[src/rtl/implication_responder.sv]
// implication_responder
// Answers each accepted request pulse on a_in with exactly one b_out pulse,
// LATENCY cycles later. Responses that come due while the consumer stalls
// are parked in a saturating pending counter. They are released one per
// cycle once stall drops.

module implication_responder #(
  parameter int LATENCY = 2,
  parameter int DEPTH   = 4,
  parameter int CW      = $clog2(DEPTH + 1)
) (
  input  logic          clk,
  input  logic          rst,
  input  logic          en,
  input  logic          a_in,
  input  logic          stall,
  output logic          b_out,
  output logic [CW-1:0] pending,
  output logic          busy,
  output logic          overflow
);

  // The delay line has LATENCY-1 stages. It keeps a single dummy stage when
  // LATENCY is 1, so the declarations stay legal; that stage is held at zero.
  localparam int DLW = (LATENCY > 1) ? (LATENCY - 1) : 1;

  localparam logic [CW-1:0] DEPTH_C = CW'(DEPTH);
  localparam logic [CW-1:0] ONE_C   = CW'(1);
  localparam logic [CW-1:0] ZERO_C  = CW'(0);

  logic           req;
  logic           arr;
  logic           issue;
  logic           drop;
  logic [DLW-1:0] dl;
  logic [DLW-1:0] dl_next;
  logic [CW-1:0]  pending_next;
  logic           busy_next;

  // Accept requests and shift them down the delay line. The tail becomes the arrival.
  always_comb begin
    req     = a_in & en;
    dl_next = {DLW{1'b0}};
    arr     = 1'b0;
    if (LATENCY == 1) begin
      dl_next = {DLW{1'b0}};
      arr     = req;
    end else begin
      dl_next = DLW'({dl, req});
      arr     = dl[DLW-1];
    end
  end

  // Decide the issue, the drop and the next pending count for this cycle.
  always_comb begin
    issue        = !stall && ((pending != ZERO_C) || arr);
    drop         = (pending == DEPTH_C) && arr && !issue;
    pending_next = pending;
    if (drop) begin
      pending_next = pending;
    end else if (arr && !issue) begin
      pending_next = pending + ONE_C;
    end else if (!arr && issue) begin
      pending_next = pending - ONE_C;
    end else begin
      pending_next = pending;
    end
    // busy also covers the cycle in which the response itself is on b_out.
    busy_next = (dl_next != {DLW{1'b0}}) || (pending_next != ZERO_C) || issue;
  end

  // Register the delay line, the counter and all outputs. Reset discards in-flight work.
  always_ff @(posedge clk) begin
    if (!rst) begin
      dl       <= {DLW{1'b0}};
      pending  <= ZERO_C;
      b_out    <= 1'b0;
      busy     <= 1'b0;
      overflow <= 1'b0;
    end else begin
      dl       <= dl_next;
      pending  <= pending_next;
      b_out    <= issue;
      busy     <= busy_next;
      overflow <= overflow | drop;
    end
  end

endmodule

[config.mk]
export PLATFORM = sky130hd
export DESIGN_NAME = implication_responder
export DESIGN_NICKNAME = d
export VERILOG_FILES = /design/src/rtl/implication_responder.sv
export SDC_FILE = /design/constraint.sdc
export NUM_CORES = 1
export LEC_CHECK = 0
export ABC_AREA = 0
export BUFFER_PORTS_ARGS = -buffer_cell sky130_fd_sc_hd__buf_2
export CORE_AREA = 4 4 41 43
export CTS_CLUSTER_DIAMETER = 150
export DETAILED_ROUTE_END_ITERATION = 10
export DIE_AREA = 0 0 45 47
export GPL_ROUTABILITY_DRIVEN = 0
export PLACE_DENSITY = 0.59
export SYNTH_ARGS = -nofsm -noshare
export SYNTH_HDL_FRONTEND = slang
export SYNTH_SLANG_ARGS = --single-unit
export TNS_END_PERCENT = 1
[constraint.sdc]
create_clock -name clk -period 3.8 [get_ports clk]
set_clock_uncertainty 0.1 [all_clocks]
set_input_delay 0.38 -clock clk [delete_from_list [all_inputs] [get_ports clk]]
set_output_delay 0.38 -clock clk [all_outputs]
set_load 0.05 [all_outputs]
# Word-level counts from Yosys, hierarchy flattened
# Cells that the tools add are included.
# word_totals
output_inout_bits	6
word_cells	26
ff_bits	7
input_bits	5
# op_classes
reduce_logical	13
eq_ne	1
bitwise_logic	2
add_sub_neg	2
n_mux	3
# op_table
cell	count
two-way mux 3 bit	3
nonzero test 3 bit	2
logical AND 1 bit	5
adder 3 x 1 -> 3 bit, second input constant	1
== test 3 bit, second input constant	1
zero test 1 bit	3
logical OR 1 bit	3
subtractor 3 x 1 -> 3 bit, second input constant	1
bitwise AND 1 bit	1
OR 1 bit	1

# Depth between registers and ports, before layout
# Gate-level depths: netlist of the first run.
# depth
depth_word	10
mapped_depth	7
depth_no_buf	6

# Least setup slack after synthesis of the first run
# No wires, ideal clock.
# synth_timing
path_type	register -> register
from	register pending[1]
to	register busy
setup_time_ns	0.138
period_less_slack_ns	2.005
path_stages_with_launch	8
arrival_ns	1.767
setup_slack_ns	1.795
path_buffers	1
required_ns	3.562
path_cell_list	dfxtp_1 -> inv_1 -> ha_1 -> buf_2 -> nand3_1 -> o31ai_1 -> a221oi_2 -> a41oi_2
# synth_between
elab_chain_cells	10
elab_cells_between_ends	17
cone_classes	add/sub: 2; eq/ne: 1; mux: 3; reduce/logical: 11
# synth_lines
element	line_no	rtl
start: declaration	18	output logic [CW-1:0] pending,
start signal: assignment	82	pending <= pending_next;
branches (longest 9 deep; another with subtractor 3 x 1 -> 3 bit)	n/a	
logical OR 1 bit *	69	busy_next = (dl_next != {DLW{1'b0}}) || (pending_next != ZERO_C) || issue;
end signal: assignment	84	busy <= busy_next;
end: declaration	19	output logic busy,
# Every way passes the cells marked *.
# A chain may end at the register's enable or synchronous reset.

# Worst setup path after layout of the first run
# Ends and elaborated chain as after synthesis.

==> impl_results.md, run 1 <==
- Status: finished clean
- CP arrival: 1.79 ns
- Post-CTS Resized: 0
- Share of the synthesized area in the top cell type: 33.3%
- Slew @ Worst Pin: 0.444 ns
- Max frequency: between 500 and 600 MHz
- Largest net degree at the start of global routing: 14
- Top cells by area, synth: dfxtp_1 (33%), ha_1 (8.9%), a21oi_1 (6.0%), buf_2 (4.8%), nor2_1 (4.5%)
- Relative slew slack: 70.3%
- Vias: between 300 and 400
- # nets final: 66
- YS warnings: 0
- Total die area: 2120 um2
- Endpoints failing setup: 0
- Crit-path cells: inv_1 -> ha_1 -> nand3b_1 -> o211ai_1 -> a221oi_2 -> a41oi_2
- Via density: 5.44
- Number of buffers created by CTS: 3
- CP Capture Type: register
- Layout cells sized above 1: 26.3%
- Setup TNS: 0 ns
- Design area: 495 um2
- DP Area: 469 um2
- CTS sink cnt: 7
- Final Max Tran Viols: 0
- Avg Synthesized Cell Area: between 8 and 9 um2
- Syn Nets: 55
- Leakage: between 0.2 and 0.25 nW
- CP delay by family, top: compound AO/OA/AOI/OAI gates
- Register area share after synthesis: 33.3%
- Initial antenna violation count: 0
- Initial Utilization: 32.3%
- Core area: 1300 um2
- Aggregate global-route resource usage: 10.7%
- Fin cells: 72
- RSZ-0062 raised after global routing: no
- Inst Count DP: 68
- Buf/Inv on CP: 1
- Grt total ovfl: 0
- First-pass GRT wire length: 1.48 mm
- Clk Latency, worst-skew pair: around 0.26 ns
- Routed WL per cell: 12.2 um
- Drt drc: 0
- Post-CTS setup buffer count: 0
- Most frequent cells in the layout: buf_2 (10), dfxtp_1 (7), nor2_1 (5), a21oi_1 (5)
- Routed Wire Length: 881 um
- Port Buffers: 10
- Crit path max fanout: 9
- Clock tree buffer depth: 2
- Critical path required time: 3.83 ns
- Commonest non-fill, non-tap cell in the layout: buf_2
- Initial drt markers: 4
- Area delta synth->final: 17.9%
- Yosys top cell by area: dfxtp_1
- FF+latch count, synth: 7
- Worst-path clk slew: 0.06 ns
- Final Hold Fails: 0
- Max_cap viols: 0
- Max incr delay on CP: 0.36 ns
- Die Width: between 40 and 50 um
- CP max stage cell: dfxtp_1
- Vias in the first global route: 331
- Hpwl dp: 585 um
- I/O pin total: 11
- Hold_buf cts: 0
- Power Density: between 900 and 1000 nW/um2
- WS Path Type: register to register
- Row count: 13
- Mapped cell area: around 420 um2
- Antenna viol nets, final: 0
- Tcrit/Tclk final: 46.4%
- Netlist cell types: 20
- CTS tree: done
- N_diodes: 0
- Die Ht: 47 um
- Startpoint Class: register
- Maximum VDD drop: 0.408 mV
- Pre-antenna DRT Iters: 4
- Hold Path Class: input port to register
- Minimum clock period: 1.76 ns
- Clock Tree Root: clkbuf_4
- H-tree lvl count: 1
- Post-Synthesis Cells: between 40 and 50
[area by class of cell]
cell class	count	area, um2
fill	143	806
multi-input combinational	33	249
timing repair buffer	10	50.0
inverter	3	11.3
clock buffer	4	26.3
tap	15	18.8
sequential	7	140
[metrics by stage]
stage               util, %  hold WS [ns]  power (mW)  worst slack [ns]
floorplan                 -         0.402       0.332              1.80
global placement       36.1         0.361       0.379              2.05
detailed placement     36.1         0.373       0.376              2.06
CTS                    38.1         0.255       0.451              2.03
global route           38.1         0.247       0.484              1.87
finish                 38.1         0.259       0.447              2.04
[synth_stat cells (all sizes together)]
| cell | number |
|---|---|
| a41oi | 2 |
| and3 | 1 |
| a21oi | 5 |
| xor2 | 1 |
| nor2 | 5 |
| dfxtp | 7 |
| o211ai | 1 |
| and2 | 1 |
| o311a | 1 |
| nand3b | 2 |
| xnor2 | 2 |
| ha | 3 |
| a221oi | 1 |
| or3b | 1 |
| o31ai | 2 |
| buf | 4 |
| inv | 3 |
| nand3 | 3 |
| nand4b | 2 |
[power by group]
group          leakage, nW  internal [mW]  switching, mW  total, mW
sequential          0.0575         0.0961         0.0253      0.121
clock               0.0150         0.0403         0.0310     0.0713
combinational        0.136         0.0849          0.170      0.255
total                0.208          0.221          0.226      0.447
[kinds of logic after synthesis]
| kind of cell | after synthesis | synth area share [%] |
|---|---|---|
| flops | 7 | 33.3 |
| simple gates | 15 | 20.8 |
| fa+ha+maj | 3 | 8.93 |
| xor+xnor | 3 | 6.25 |
| compound gates | 12 | 23.2 |
| buf+inv | 7 | 7.44 |
[final timing paths]
kind | startpoint | slack [ns] | end | cells past startpoint
max reg2reg | pending[1] | 2.04 | busy | 6
max | pending[1] | 2.04 | busy | 6
min | rst | 0.26 | b_out | 2
min reg2reg | overflow | 0.39 | overflow | 2
[per-layer routing]
| layer | GRT usage (%) | wire length, um | up-vias |
|---|---|---|---|
| met5 | 0 | 0 | - |
| met4 | 10.5 | 30 | 0 |
| met3 | 6.13 | 59 | 3 |
| met2 | 15.5 | 442 | 18 |
| met1 | 10.5 | 349 | 182 |
| li1 | - | - | 189 |
[sequential cells by signal, summed over array words and instances (netlist names)]
register	flops
busy	1
arr	1
overflow	1
pending	3
b_out	1
Power figures use the tool's default switching activity.
==> run 2: changes to the inputs <==
- PLACE_DENSITY: 0.59 -> 0.61
- clock period: 3.8 -> 1.49 ns (I/O delays scaled with it)
==> impl_results.md, run 2 (synthesis gave the netlist of run 1 again) <==
- Max_cap viols: 0 (unchanged)
- Vias: 406 (+3.6%)
- WS Path Type: register to register
- Aggregate global-route resource usage: 10.1% (-0.56 points)
- Design area: 571 um2 (+15%)
- Hold depth: 2 (unchanged)
- HP Start: rst
- Clock tree buffer depth: 2 (unchanged)
- Core area: 1300 um2 (unchanged)
- Status: complete, but fails checks
- Critical path required time: 1.57 ns (-2.26 ns)
- DP Area: 541 um2 (+15%)
- Power Density: 2360 nW/um2 (+160%)
- Antenna viol nets, final: 0 (unchanged)
- Hpwl dp: 667 um (+14%)
- N_diodes: 0 (unchanged)
- Die Width: 45 um (unchanged)
- Layout cells sized above 1: 46.0% (+20 points)
- Grt total ovfl: 0 (unchanged)
- DP Worst Slack: -0.0399 ns (-2.10 ns)
- Initial drt markers: 8 (+4)
- Via density: 5.21 (-4.4%)
- Startpoint Class: register
- Vias in the first global route: 351 (+6.0%)
- Max frequency: 647 MHz (+14%)
- Slew @ Worst Pin: 0.302 ns (-0.143 ns)
- Routed WL per cell: 11.3 um (-7.9%)
- PnR worst setup slack: -0.0546 ns (-2.09 ns)
- Sequential fraction of design power: 23.7% (-3.4 points)
- I/O pin total: 11 (unchanged)
- Setup TNS: -0.0546 ns (-0.0546 ns)
- Power Internal: 0.724 mW (+230%)
- Clock power share: 12.8% (-3.1 points)
- Leakage: 0.242 nW (+17%)
- Pre-antenna DRT Iters: 4 (unchanged)
- CTS tree: done
- FF-to-FF setup slack: -0.05 ns (-2.09 ns)
- Tcrit/Tclk final: 104% (+57 points)
- Hold slack: 0.0234 ns (-0.235 ns)
- Drt drc: 0 (unchanged)
- Clock Tree Root: clkbuf_4
- Relative slew slack: 79.9% (+9.5 points)
- Clk Latency, worst-skew pair: 0.25 ns (about the same)
- Number of buffers created by CTS: 3 (unchanged)
- RSZ-0062 raised after global routing: yes
- Capturing point of the worst reg2reg path: busy
- H-tree lvl count: 1 (unchanged)
- CP arrival: 1.62 ns (-0.17 ns)
- Total die area: 2120 um2 (unchanged)
- Most frequent cells in the layout: buf_2 (10), buf_4 (6), nor2_1 (5), a21oi_1 (5)
- Maximum VDD drop: 1.19 mV (+190%)
- Hold Crit Endpoint: b_out
- Crit path max fanout: 2 (-7)
- # nets final: 72 (+9.1%)
- Minimum clock period: 1.54 ns (-0.218 ns)
- R2R Path Start: pending[0]
- Post-CTS setup buffer count: 0 (unchanged)
- CTS sink cnt: 7 (unchanged)
- First-pass GRT wire length: 1.48 mm (unchanged)
- Die Ht: 47 um (unchanged)
- Port Buffers: 10 (unchanged)
- Hold Path Class: input port to register
- Commonest non-fill, non-tap cell in the layout: buf_2
- Largest net degree at the start of global routing: 13 (-1)
- Worst-path clk slew: 0.05 ns (about the same)
- Endpoints failing setup: 1 (+1)
- CP Capture Type: register
- Switch share: 46.1% (-4.5 points)
- Initial Utilization: 32.3% (unchanged)
- Initial antenna violation count: 0 (unchanged)
- Largest register FFs: 3 (unchanged)
- Final Max Tran Viols: 0 (unchanged)
- Area delta synth->final: 35.7%
- Total power: 1.34 mW (+200%)
- Final Hold Fails: 0 (unchanged)
- Row count: 13 (unchanged)
- Combinational Power Share: 63.5% (+6.6 points)
- R2R cell count: 5 (-1)
- Net Switching: 0.619 mW (+170%)
- Failing checks: setup timing
- Routed Wire Length: 879 um (-0.23%)
- Register with the most flip-flops: pending
-- run 2: final cells by class --
cell class / instances / area [um2]
fillers: 133 / 731
repair buffers: 16 / 95.1
inverters: 3 / 16.3
well taps: 15 / 18.8
flip-flops and latches: 7 / 150
clock buffers: 4 / 26.3
multi-input cells: 33 / 264
-- run 2: timing repair --
item                       CTS  global route
gates resized for setup      0             2
setup endpoints to repair    1             3
pin swaps                    0             0
hold buffers                 0             0
-- run 2: through the flow --
| stage | instances | util, % |
|---|---|---|
| after floorplan | 47 | - |
| after global placement | 74 | 41.5 |
| after detailed placement | 74 | 41.5 |
| after CTS | 78 | 43.6 |
| after global routing | 78 | 43.8 |
| final | 78 | 43.8 |
-- run 2: worst max-delay path by stage --
stage,endpoint,cells after the start,startpoint,slack (ns)
after floorplan,busy,5,pending[1],-0.09
after global placement,busy,5,pending[0],-0.03
after detailed placement,busy,5,pending[0],-0.04
after CTS,busy,5,pending[0],-0.05
after global routing,busy,5,pending[0],-0.11
final,busy,5,pending[0],-0.05
-- run 2: power by group through the flow --
stage	sequential (mW)	combinational [mW]	clock [mW]
CTS	0.319	0.846	0.179
floorplan	0.518	0.444	0
global route	0.330	0.923	0.193
detailed placement	0.323	0.841	0
global placement	0.321	0.842	0
finish	0.319	0.853	0.173
-- run 2: per-layer routing --
metal  routed length (um)  GRT usage [%]  part of all wire [%]  up-vias
met5                    0              0                     0        -
met4                   34           10.5                   3.9        0
met3                   51           2.30                   5.8        5
met2                  383           14.7                    44       11
met1                  409           11.8                    47      184
li1                     -              -                     -      206
-- run 2: critical path, stage by stage, from the launching register on --
cell and delay (ns):
dfxtp_4 0.34, inv_4 0.06, ha_1 0.12, or3b_4 0.37
o311a_1 0.33, a41oi_2 0.15
==> run 3: changes to the inputs <==
- CELL_PAD_IN_SITES_DETAIL_PLACEMENT: unset -> 1
- CELL_PAD_IN_SITES_GLOBAL_PLACEMENT: unset -> 2
- CORE_AREA: 4 4 41 43 -> unset
- CORE_MARGIN: unset -> 4
- CORE_UTILIZATION: unset -> 25
- DIE_AREA: 0 0 45 47 -> unset
- PLACE_DENSITY: 0.61 -> 0.76
- SLEW_MARGIN: unset -> 0
==> impl_results.md, run 3 (synthesis gave the netlist of run 1 again) <==
- Status: complete, but fails checks
- Failing checks: setup timing
- First-pass GRT wire length: 1.82 mm (+23%)
- Total die area: 2400 um2 (+14%)
- Slew @ Worst Pin: 0.284 ns (-0.0178 ns)
- Clk Latency, worst-skew pair: 0.25 ns (about the same)
- Layout cells sized above 1: 50.0% (+4.0 points)
- Hold depth: 2 (unchanged)
- Area delta synth->final: 47.0%
- CTS tree: done
- Initial drt markers: 4 (-4)
- Largest net degree at the start of global routing: 13 (unchanged)
- Register with the most flip-flops: pending
- Core area: 1540 um2 (+18%)
- R2R Path Start: pending[0]
- Most frequent cells in the layout: buf_2 (10), buf_4 (8), nor2_1 (5), a21oi_1 (5), dfxtp_1 (4)
- Final Max Tran Viols: 0 (unchanged)
- CP Capture Type: register
- Tcrit/Tclk final: 105% (+1.3 points)
- Setup TNS: -0.0733 ns (-0.0187 ns)
- CTS sink cnt: 7 (unchanged)
- Initial Utilization: 27.3% (-5.0 points)
- Switch share: 45.1% (-0.99 points)
- Capturing point of the worst reg2reg path: busy
- Maximum VDD drop: 1.08 mV (-9.2%)
- Max frequency: 640 MHz (-1.2%)
- Grt total ovfl: 0 (unchanged)
- Leakage: 0.267 nW (+9.9%)
- Power Internal: 0.804 mW (+11%)
- CP arrival: 1.64 ns (+0.02 ns)
- Row count: 14 (+1)
- Vias in the first global route: 427 (+22%)
- Routed WL per cell: 13.0 um (+15%)
- N_diodes: 0 (unchanged)
- Commonest non-fill, non-tap cell in the layout: buf_2
- WS Path Type: register to register
- Power Density: 2370 nW/um2 (+0.59%)
- Number of buffers created by CTS: 3 (unchanged)
- Hold slack: 0.0349 ns (+0.0115 ns)
- H-tree lvl count: 1 (unchanged)
- DP Area: 577 um2 (+6.7%)
- Post-route core utilization: 40.1% (-3.7 points)
- Startpoint Class: register
- Pre-antenna DRT Iters: 2 (-2)
- I/O pin total: 11 (unchanged)
- Routed Wire Length: 1.06 mm (+21%)
- Total power: 1.46 mW (+9.0%)
- Net Switching: 0.661 mW (+6.6%)
- Relative slew slack: 81.1% (+1.2 points)
- Antenna viol nets, final: 0 (unchanged)
- Max_cap viols: 0 (unchanged)
- Combinational Power Share: 67.2% (+3.7 points)
- R2R cell count: 5 (unchanged)
- Clock power share: 11.7% (-1.1 points)
- Aggregate global-route resource usage: 10.1% (-0.043 points)
- Clock tree buffer depth: 2 (unchanged)
- Minimum clock period: 1.56 ns (+0.0187 ns)
- Vias: 417 (+2.7%)
- Critical path required time: 1.57 ns (about the same)
- Design area: 618 um2 (+8.3%)
- FF-to-FF setup slack: -0.07 ns (-0.02 ns)
- # nets final: 75 (+4.2%)
- Initial antenna violation count: 0 (unchanged)
- PnR worst setup slack: -0.0733 ns (-0.0187 ns)
- RSZ-0062 raised after global routing: yes
- Die Width: 49.0 um (+8.9%)
- Via density: 5.09 (-2.3%)
- Worst-path clk slew: 0.05 ns (about the same)
- CP Launch Point: pending[0]
- Final Hold Fails: 0 (unchanged)
- CP endpoint: busy
- Sequential fraction of design power: 21.2% (-2.5 points)
- Largest register FFs: 3 (unchanged)
- Port Buffers: 10 (unchanged)
- Die Ht: 49.0 um (+4.3%)
- Hpwl dp: 870 um (+30%)
- Crit path max fanout: 2 (unchanged)
- Drt drc: 0 (unchanged)
- Hold Path Class: input port to register
- Clock Tree Root: clkbuf_4
- Hold_buf cts: 0 (unchanged)
- Endpoints failing setup: 1 (unchanged)
## run 3: what timing repair did
action,4_1_cts,5_1_grt
resized for setup,0,2
setup endpoints to repair,2,2
buffers inserted,0,0
## run 3: critical path: stages, from the launching register on
cell and delay, ns:
dfxtp_4 0.35, inv_4 0.06, ha_1 0.13, or3b_4 0.37, o311a_4 0.32, a41oi_2 0.16
## run 3: power by group through the flow
stage | registers [mW] | clock network (mW) | logic (mW)
global route | 0.313 | 0.203 | 1.07
floorplan | 0.518 | 0 | 0.444
CTS | 0.311 | 0.185 | 0.959
detailed placement | 0.312 | 0 | 0.958
finish | 0.310 | 0.171 | 0.983
global placement | 0.309 | 0 | 0.950
## run 3: how the worst min path moves through the flow
| stage | startpoint | endpoint | slack (ns) |
|---|---|---|---|
| after detailed placement | rst | b_out | 0.29 |
| final | rst | b_out | 0.03 |
| after floorplan | rst | b_out | 0.17 |
| after CTS | rst | b_out | 0.02 |
| after global routing | rst | b_out | 0.03 |
| after global placement | rst | b_out | 0.29 |
## run 3: per-stage QoR
stage               setup slack, ns  instances
global route                 -0.113         82
CTS                         -0.0907         82
finish                      -0.0733         82
global placement            -0.0337         78
floorplan                   -0.0928         47
detailed placement          -0.0621         78
## run 3: area by class of cell
cell class,instances,area (um2)
Fill cell,189,923
Multi-Input combinational cell,33,275
Sequential cell,7,149
Timing Repair Buffer,19,130
Clock buffer,3,22.5
Tap cell,16,20.0
Inverter,3,16.3
Clock inverter,1,5.00
## run 3: metal layers
layer / share of wire (%) / GRT usage (%)
met4: 0 / 4.04
met1: 45 / 11.4
met2: 52 / 16.1
met5: 0 / 0
met3: 3.1 / 4.89
